$ cat src/rtl/multdiv_pkg.sv
// rtl/multdiv_pkg.sv - shared encodings and constants for the multiply/divide sequencer
package multdiv_pkg;

  localparam int MD_WIDTH = 32;

  typedef enum logic [1:0] {
    OP_MULT  = 2'b00,
    OP_MULTU = 2'b01,
    OP_DIV   = 2'b10,
    OP_DIVU  = 2'b11
  } op_e;

  typedef enum logic [1:0] {
    S_IDLE = 2'b00,
    S_PREP = 2'b01,
    S_RUN  = 2'b10,
    S_FIX  = 2'b11
  } state_e;

  localparam logic [MD_WIDTH-1:0] DIV0_LO = '1;

endpackage

$ cat src/rtl/multdiv_step.sv
// rtl/multdiv_step.sv - one combinational shift-add (multiply) or restoring-subtract (divide) step
import multdiv_pkg::*;

module multdiv_step #(
  parameter int WIDTH = MD_WIDTH
) (
  input  logic [2*WIDTH-1:0] acc_in,
  input  logic [WIDTH-1:0]   operand,
  input  logic               is_div,
  output logic [2*WIDTH-1:0] acc_out
);

  logic [WIDTH:0]   sum;
  logic [WIDTH:0]   upper;
  logic [WIDTH-1:0] diff;

  always_comb begin
    sum   = {1'b0, acc_in[2*WIDTH-1:WIDTH]} + {1'b0, operand};
    // Upper half after the left shift needs one extra bit before the compare.
    upper = acc_in[2*WIDTH-1:WIDTH-1];
    diff  = upper[WIDTH-1:0] - operand;
    if (is_div) begin
      if (upper >= {1'b0, operand}) begin
        acc_out = {diff, acc_in[WIDTH-2:0], 1'b1};
      end else begin
        acc_out = {acc_in[2*WIDTH-2:0], 1'b0};
      end
    end else if (acc_in[0]) begin
      acc_out = {sum, acc_in[WIDTH-1:1]};
    end else begin
      acc_out = {1'b0, acc_in[2*WIDTH-1:1]};
    end
  end

endmodule

$ cat src/rtl/multdiv_ctrl.sv
// rtl/multdiv_ctrl.sv - MULT/DIV sequencer FSM owning HI/LO with MFHI/MFLO stall generation
import multdiv_pkg::*;

module multdiv_ctrl #(
  parameter int WIDTH  = MD_WIDTH,
  parameter int ITER_W = 6
) (
  input  logic             clk,
  input  logic             rst,
  input  logic             start,
  input  logic [1:0]       op,
  input  logic [WIDTH-1:0] rs_val,
  input  logic [WIDTH-1:0] rt_val,
  input  logic             mf_req,
  input  logic             mt_we,
  input  logic             mt_sel,
  input  logic [WIDTH-1:0] mt_data,
  output logic [WIDTH-1:0] hi,
  output logic [WIDTH-1:0] lo,
  output logic             busy,
  output logic             stall,
  output logic             done
);

  localparam int W2 = 2 * WIDTH;

  state_e            state_q, state_d;
  logic [1:0]        op_q, op_d;
  logic [WIDTH-1:0]  a_q, a_d, b_q, b_d, opnd_q, opnd_d;
  logic [W2-1:0]     acc_q, acc_d, step_acc, prod_fix;
  logic [ITER_W-1:0] cnt_q, cnt_d;
  logic              sgn_p_q, sgn_p_d, sgn_r_q, sgn_r_d;
  logic [WIDTH-1:0]  hi_q, hi_d, lo_q, lo_d;
  logic              done_q, done_d;
  logic              is_div, is_signed, sa, sb;
  logic [WIDTH-1:0]  mag_a, mag_b;

  assign is_div    = (op_q == OP_DIV) || (op_q == OP_DIVU);
  assign is_signed = (op_q == OP_MULT) || (op_q == OP_DIV);
  assign sa        = is_signed && a_q[WIDTH-1];
  assign sb        = is_signed && b_q[WIDTH-1];
  assign mag_a     = sa ? -a_q : a_q;
  assign mag_b     = sb ? -b_q : b_q;
  assign prod_fix  = sgn_p_q ? -acc_q : acc_q;

  multdiv_step #(.WIDTH(WIDTH)) u_step (
    .acc_in  (acc_q),
    .operand (opnd_q),
    .is_div  (is_div),
    .acc_out (step_acc)
  );

  always_comb begin
    state_d = state_q;
    op_d    = op_q;
    a_d     = a_q;
    b_d     = b_q;
    opnd_d  = opnd_q;
    acc_d   = acc_q;
    cnt_d   = cnt_q;
    sgn_p_d = sgn_p_q;
    sgn_r_d = sgn_r_q;
    hi_d    = hi_q;
    lo_d    = lo_q;
    done_d  = 1'b0;
    // MTHI/MTLO lands first so that a same-cycle FIX write overrides it.
    if (mt_we) begin
      if (mt_sel) hi_d = mt_data;
      else        lo_d = mt_data;
    end
    if (start) begin
      state_d = S_PREP;
      op_d    = op;
      a_d     = rs_val;
      b_d     = rt_val;
    end else begin
      case (state_q)
        S_PREP: begin
          sgn_p_d = sa ^ sb;
          sgn_r_d = sa;
          // Divide shifts the dividend up from the low half; multiply walks the multiplier out of it.
          if (is_div) begin
            opnd_d = mag_b;
            acc_d  = {{WIDTH{1'b0}}, mag_a};
          end else begin
            opnd_d = mag_a;
            acc_d  = {{WIDTH{1'b0}}, mag_b};
          end
          cnt_d   = '0;
          state_d = S_RUN;
        end
        S_RUN: begin
          acc_d = step_acc;
          cnt_d = cnt_q + ITER_W'(1);
          if (cnt_q == ITER_W'(WIDTH - 1)) state_d = S_FIX;
        end
        S_FIX: begin
          if (is_div) begin
            if (b_q == '0) begin
              lo_d = WIDTH'(DIV0_LO);
              hi_d = a_q;
            end else begin
              lo_d = sgn_p_q ? -acc_q[WIDTH-1:0] : acc_q[WIDTH-1:0];
              hi_d = sgn_r_q ? -acc_q[W2-1:WIDTH] : acc_q[W2-1:WIDTH];
            end
          end else begin
            hi_d = prod_fix[W2-1:WIDTH];
            lo_d = prod_fix[WIDTH-1:0];
          end
          done_d  = 1'b1;
          state_d = S_IDLE;
        end
        default: state_d = S_IDLE;
      endcase
    end
  end

  always_ff @(posedge clk) begin
    if (rst) begin
      state_q <= S_IDLE;
      op_q    <= '0;
      a_q     <= '0;
      b_q     <= '0;
      opnd_q  <= '0;
      acc_q   <= '0;
      cnt_q   <= '0;
      sgn_p_q <= 1'b0;
      sgn_r_q <= 1'b0;
      hi_q    <= '0;
      lo_q    <= '0;
      done_q  <= 1'b0;
    end else begin
      state_q <= state_d;
      op_q    <= op_d;
      a_q     <= a_d;
      b_q     <= b_d;
      opnd_q  <= opnd_d;
      acc_q   <= acc_d;
      cnt_q   <= cnt_d;
      sgn_p_q <= sgn_p_d;
      sgn_r_q <= sgn_r_d;
      hi_q    <= hi_d;
      lo_q    <= lo_d;
      done_q  <= done_d;
    end
  end

  assign hi    = hi_q;
  assign lo    = lo_q;
  assign done  = done_q;
  assign busy  = (state_q != S_IDLE);
  assign stall = mf_req & busy;

endmodule

$ cat config.mk
export PLATFORM = sky130hd
export DESIGN_NAME = multdiv_ctrl
export DESIGN_NICKNAME = d
export VERILOG_FILES = /design/src/rtl/multdiv_pkg.sv /design/src/rtl/multdiv_step.sv /design/src/rtl/multdiv_ctrl.sv
export SDC_FILE = /design/constraint.sdc
export NUM_CORES = 1
export LEC_CHECK = 0
export BUFFER_PORTS_ARGS = -buffer_cell sky130_fd_sc_hd__clkbuf_2
export CAP_MARGIN = 15
export CELL_PAD_IN_SITES_DETAIL_PLACEMENT = 2
export CELL_PAD_IN_SITES_GLOBAL_PLACEMENT = 2
export CORE_MARGIN = 2
export CORE_UTILIZATION = 33
export DETAILED_ROUTE_END_ITERATION = 6
export PLACE_DENSITY = 0.76
export SYNTH_ARGS = -nofsm -noshare
export SYNTH_HDL_FRONTEND = slang
export SYNTH_SLANG_ARGS = --single-unit
export TNS_END_PERCENT = 30
$ cat constraint.sdc
create_clock -name clk -period 3.08 [get_ports clk]
set_input_delay 0.616 -clock clk [delete_from_list [all_inputs] [get_ports clk]]
set_output_delay 0.616 -clock clk [all_outputs]
set_load 0.05 [all_outputs]
======== Yosys cells after proc, flatten, opt, wreduce, memory -nomap -nowiden ========
Cells that the tools add are included.
operators by class
  equal/unequal tests ..................... 8
  shift-type cells ........................ 0
  div/mod/pow operators ................... 0
  $lt $le $gt $ge ......................... 1
  bitwise operators ....................... 3
  multiply operators ...................... 0
  muxes and demuxes ....................... 28
  add/sub/neg operators ................... 8
  reductions and logical operators ........ 11
operators with widths
  operator             number
  $mux 32              18
  $mux 64              4
  $neg 32->32          4
  $pmux 64 s2          1
  $neg 64->64          1
  $add 32x32->33       1
  $ge 33x32->1         1
  $logic_not 32->1     1
  $sub 32x32->32       1
  $pmux 6 s2           1
  $eq 2x2->1 const B   4
  $add 6x1->6 const B  1
  $eq 6x5->1 const B   1
  $pmux 2 s2           1
  $reduce_and 2->1     2
  $reduce_bool 2->1    2
  $ne 3x3->1 const B   1
  $eq 2x1->1 const B   1
  $logic_and 1x1->1    2
  $logic_not 2->1      1
  $logic_or 1x1->1     2
  $mux 1               2
  $mux 2               1
  $ne 2x2->1 const B   1
  4 further kinds      4
word-level totals
  memory bits (read-only) ................. 0
  bits in writable memories ............... 0
  output and inout port bits .............. 67
  word-level logic and storage cells ...... 72
  flip-flop bits (word level) ............. 237
  bits in latches ......................... 0
  memories kept ........................... 0
  input bits .............................. 104

======== Depth between registers and ports, before layout ========
  depth in word-level cells ............... 6
  depth in mapped cells ................... 14
  depth with buffers taken out ............ 13

======== Hierarchy ========
A second synthesis with hierarchy kept.
unflattened totals
  cell total of the unflattened synthesis .. 2,468
  area, all modules ....................... 18,903.1 sq um
modules (own cells, without submodules)
  module        cells each  sequential area each (sq um)  instances  area an instance (sq um)
  multdiv_ctrl  1,716       4,744.6                       1          13,783.2
  multdiv_step  752         0.0                           1          5,119.9

======== Worst setup path before layout ========
Ideal clock, no wire load.
  path kind ............................... flip-flop to flip-flop
  start ................................... reg acc_q[31]
  end ..................................... reg acc_q[62]
  data arrival time ....................... 2.871 ns
  data required time ...................... 2.958 ns
  buffers on the path ..................... 0
  slack ................................... 0.087 ns
  clock period less this slack ............ 2.993 ns
  setup time .............................. 0.122 ns
  stages on the path, launching flop included .. 13
  cells stage by stage .................... dfxtp_1 -> inv_1 -> ha_1 -> inv_1 -> fa_1 -> a21o_1 -> a221oi_2 -> o221ai_1 -> a221o_1 -> a31o_2 -> nor3b_1 -> nor4_1 -> a221o_1
between the ends
  cells in the longest elaborated chain, start to end .. 4
  elaborated cells on any way between the ends .. 5
  those cells by class .................... add/sub (1); order compare (1); mux (3)
ends and longest elaborated chain
  element                                                RTL line                                text
  start: declaration                                     multdiv_ctrl.sv:30                      logic [W2-1:0] acc_q, acc_d, step_acc, prod_fix;
  start signal: assignment                               multdiv_ctrl.sv:125                     acc_q <= '0;
  start signal: assignment                               multdiv_ctrl.sv:138                     acc_q <= acc_d;
  $sub 32x32->32 / $ge 33x32->1 (equally long branches)  multdiv_step.sv:21, multdiv_step.sv:23
  $mux 64 *                                              multdiv_step.sv:23                      if (upper >= {1'b0, operand}) begin
  $mux 64 *                                              multdiv_step.sv:22                      if (is_div) begin
  $pmux 64 s2 *                                          multdiv_ctrl.sv:77                      case (state_q)
Every way passes the cells marked *; elsewhere a longest branch is shown, timed or not.
A chain may end at the register's enable or synchronous reset.

======== Worst setup path after layout ========
  start ................................... reg acc_q[44]
  end ..................................... reg acc_q[62]
between the ends
  cells in the longest elaborated chain, start to end .. 4
  elaborated cells on any way between the ends .. 7
  those cells by class .................... add/sub (2); order compare (1); mux (4)
ends and longest elaborated chain
  element                                 RTL line                                text
  $add 32x32->33 (tied with other cells)  multdiv_step.sv:18                      sum = {1'b0, acc_in[2*WIDTH-1:WIDTH]} + {1'b0, operand};
  $mux 64, on equally long branches       multdiv_step.sv:28, multdiv_step.sv:23
  $mux 64 *                               multdiv_step.sv:22
  $pmux 64 s2 *                           multdiv_ctrl.sv:77
Marked as above.

==> impl_metrics.env <==
export IMPL_status="complete, but fails checks"
export IMPL_violations="setup timing"
export IMPL_dieWidth_um=238.8
export IMPL_grt_use_total_pct=33.06
export IMPL_synth_distinct_cells=92
export IMPL_slew_headroom_pct=33.84
export IMPL_hold_viol=0
export IMPL_place_inst=3329
export IMPL_fmax_ghz=0.3004
export IMPL_drcViolationCount=0
export IMPL_rsz0062_at_grt="true"
export IMPL_cts_buffers=31
export IMPL_clkLatencyLatePin_ns=0.61
export IMPL_layout_drive_gt1_share_pct=26.63
export IMPL_grt_max_degree=106
export IMPL_die_h_um=238.8
export IMPL_crit_required_ns=3.56
export IMPL_io_buffers=170
export IMPL_synth_nets=2520
export IMPL_regToRegSetupSlack_ns=-0.25
export IMPL_hold_class="primary input to register"
export IMPL_cpPeakStageDelay_ns=0.44
export IMPL_initial_utilization_pct=33.22
export IMPL_crit_path_cell_trace="buf_4 > ha_1 > nand4_1 > or2_2 > o221ai_4 > a221o_1 > a31o_4 > buf_4 > inv_1 > o21ai_0 > nand3_1 > a221o_1"
export IMPL_coreArea_um2=54770
export IMPL_fp_dieArea_um2=57020
export IMPL_cts_sinks=237
export IMPL_ir_worst_vdd_mv=0.4773
export IMPL_overflow=0
export IMPL_tightest_slew_ns=0.9925
export IMPL_placementRows=86
export IMPL_nets=2851
export IMPL_maxCapViolations=0
export IMPL_postCtsHoldBufs=0
export IMPL_arrival_ns=3.81
export IMPL_drtIter0Drc=1441
export IMPL_period_share_pct=108.1
export IMPL_via_per_inst=6.013
export IMPL_cts_tree="done"
export IMPL_vias=20450
export IMPL_drt_wl_total_um=97600
export IMPL_drv_slew=0
export IMPL_grt_pass1_vias=21950
export IMPL_syn_area_per_cell_um2=7.771
export IMPL_grt_first_pass_wirelength_um=142200
export IMPL_clock_root_buffer="clkbuf_16"
export IMPL_wl_per_cell_um=28.70
export IMPL_power_density_nw_per_um2=450.4
export IMPL_clk_pin_slew_ns=0.07
export IMPL_cp_end_kind="register"
export IMPL_power_leakage_nw=10.36
export IMPL_path_class="register to register"
export IMPL_layout_cells_non_filler=3401
export IMPL_fin_setup_tns_ns=-0.3409
export IMPL_path_delay_family="compound AO/OA/AOI/OAI gates"
export IMPL_setup_slack_ns=-0.2492
export IMPL_place_congestion=0.9386
export IMPL_cts_buffer_depth=3
export IMPL_hpwl_um=74930
export IMPL_syn_inst=2341
export IMPL_io_pins=171
export IMPL_path_buf_inv=3
export IMPL_ys_seq_area_share_pct=26.08
export IMPL_power_mw=10.56
export IMPL_ant_nets=0
export IMPL_skew_ns=0.01746
export IMPL_synthFlopType="dfxtp_1"
export IMPL_synth_area_um2=18190
export IMPL_cp_start_kind="register"
export IMPL_cts_htree_levels=1
export IMPL_drt_pass1_iter_count=5
export IMPL_synthArstFlopShare_pct=0
export IMPL_period_minus_slack_ns=3.329
export IMPL_cp_slowest_cell="ha_1"
export IMPL_yosys_register_bits=237
export IMPL_path_max_fanout=11
export IMPL_finalSetupViolCount=3
export IMPL_antenna_found_initial=1
export IMPL_synth_edff_count=0
export IMPL_yosysWarningCount=0
export IMPL_area_growth_pct=28.82
-- per-stage QoR --
stage	cell area (um2)	util (%)	hold slack, ns	setup WS, ns
after floorplan	18190	-	0.4492	0.08713
after global placement	21550	39.35	0.4616	-0.3957
after detailed placement	21550	39.35	0.4767	-0.4427
after CTS	22910	41.83	0.2300	-0.05531
after global routing	23430	42.78	0.2667	-0.3582
final	23440	42.79	0.2486	-0.2492
-- synth_stat cells, types with 15 or more instances --
cell,n,share of area [%]
a311oi_1,21,1.0
inv_1,64,1.3
mux2i_1,137,7.5
nand4_1,16,0.55
a21oi_1,180,5.0
a211oi_1,40,1.7
clkbuf_1,150,3.1
nand2b_1,27,0.93
or4_1,15,0.62
nand2_1,231,4.8
buf_1,20,0.41
nand3_1,49,1.3
a31oi_1,23,0.79
a221oi_1,35,1.7
and3_1,16,0.55
mux4_2,18,2.2
o211ai_1,43,1.8
nor3_1,46,1.3
xor2_1,113,5.4
o31ai_1,26,1.1
xnor2_1,85,4.1
nor2b_1,27,0.93
a21o_1,36,1.5
o21ai_0,149,4.1
dfxtp_1,237,26
nor2_1,244,5.0
ha_1,73,5.0
-- cell usage in the layout (no fill, tap or decap), drive strengths merged, types with 43 or more instances in the layout --
master,n
xnor2,85
nand3,49
clkbuf,207
o211ai,43
inv,70
nand2,231
nor2,244
xor2,113
dfxtp,237
buf,314
nor3,48
mux2i,137
ha,73
a21oi,181
o21ai,153
-- registers in the layout (all words and copies together), names as in the netlist, 2 cells and up --
| register | count |
|---|---|
| op_q | 2 |
| hi | 32 |
| acc_q | 64 |
| b_q | 32 |
| cnt_q | 6 |
| lo | 32 |
| a_q | 32 |
| opnd_q | 32 |
| state_q | 2 |
-- worst min-delay path, cell delays in order --
cell and delay, ns:
clkbuf_2 0.07, mux2i_1 0.05, nor2_1 0.07
-- path summary, 6_finish.rpt --
kind | start | cells past startpoint | to
setup / recovery | acc_q[44]$_SDFFE_PP0P_ | 12 | acc_q[62]$_SDFFE_PP0P_
hold / removal | rt_val[28] | 3 | b_q[28]$_SDFFE_PP0P_
setup reg to reg | acc_q[44]$_SDFFE_PP0P_ | 12 | acc_q[62]$_SDFFE_PP0P_
hold reg to reg | opnd_q[4]$_SDFFE_PP0P_ | 2 | opnd_q[4]$_SDFFE_PP0P_
-- per-layer routing --
metal  vias up  wire, um  GRT usage (%)
met5         -         0              0
met3       186      6755          6.455
met2       741     44330          53.32
met4         0      4121          12.90
li1       9135         -              -
met1     10390     42400          43.39
-- cells by family after synthesis --
kind of cell / Yosys count / share of synthesized area [%]
and+or+nand+nor: 752 / 19.43
AOI/OAI and AO/OA: 671 / 24.37
buffers and inverters: 249 / 5.337
DFF: 237 / 26.08
xor gates and xnor gates: 198 / 9.532
muxes: 159 / 10.01
adders and majority gates: 75 / 5.241
-- cell type report --
| type | count | area (um2) |
|---|---|---|
| Fill cell | 6169 | 31340 |
| Multi-Input combinational cell | 1855 | 13080 |
| Sequential cell | 237 | 4781 |
| Timing Repair Buffer | 482 | 3304 |
| Tap cell | 704 | 880.8 |
| Clock buffer | 39 | 865.8 |
| Clock inverter | 18 | 271.5 |
| Inverter | 65 | 246.5 |
| Antenna cell | 1 | 2.502 |
-- power by group --
part	switching, mW	internal, mW
Combinational	1.90	1.16
Sequential	0.162	3.21
Clock	1.63	2.50
Total	3.69	6.86
-- repair_timing --
item                       CTS  global route
setup buffers                3            11
pin swaps                   11            34
setup endpoints to repair   26           102
gates resized for setup     49           113
cloned                       0             0
No activity file was read; power rests on OpenSTA's default activity.
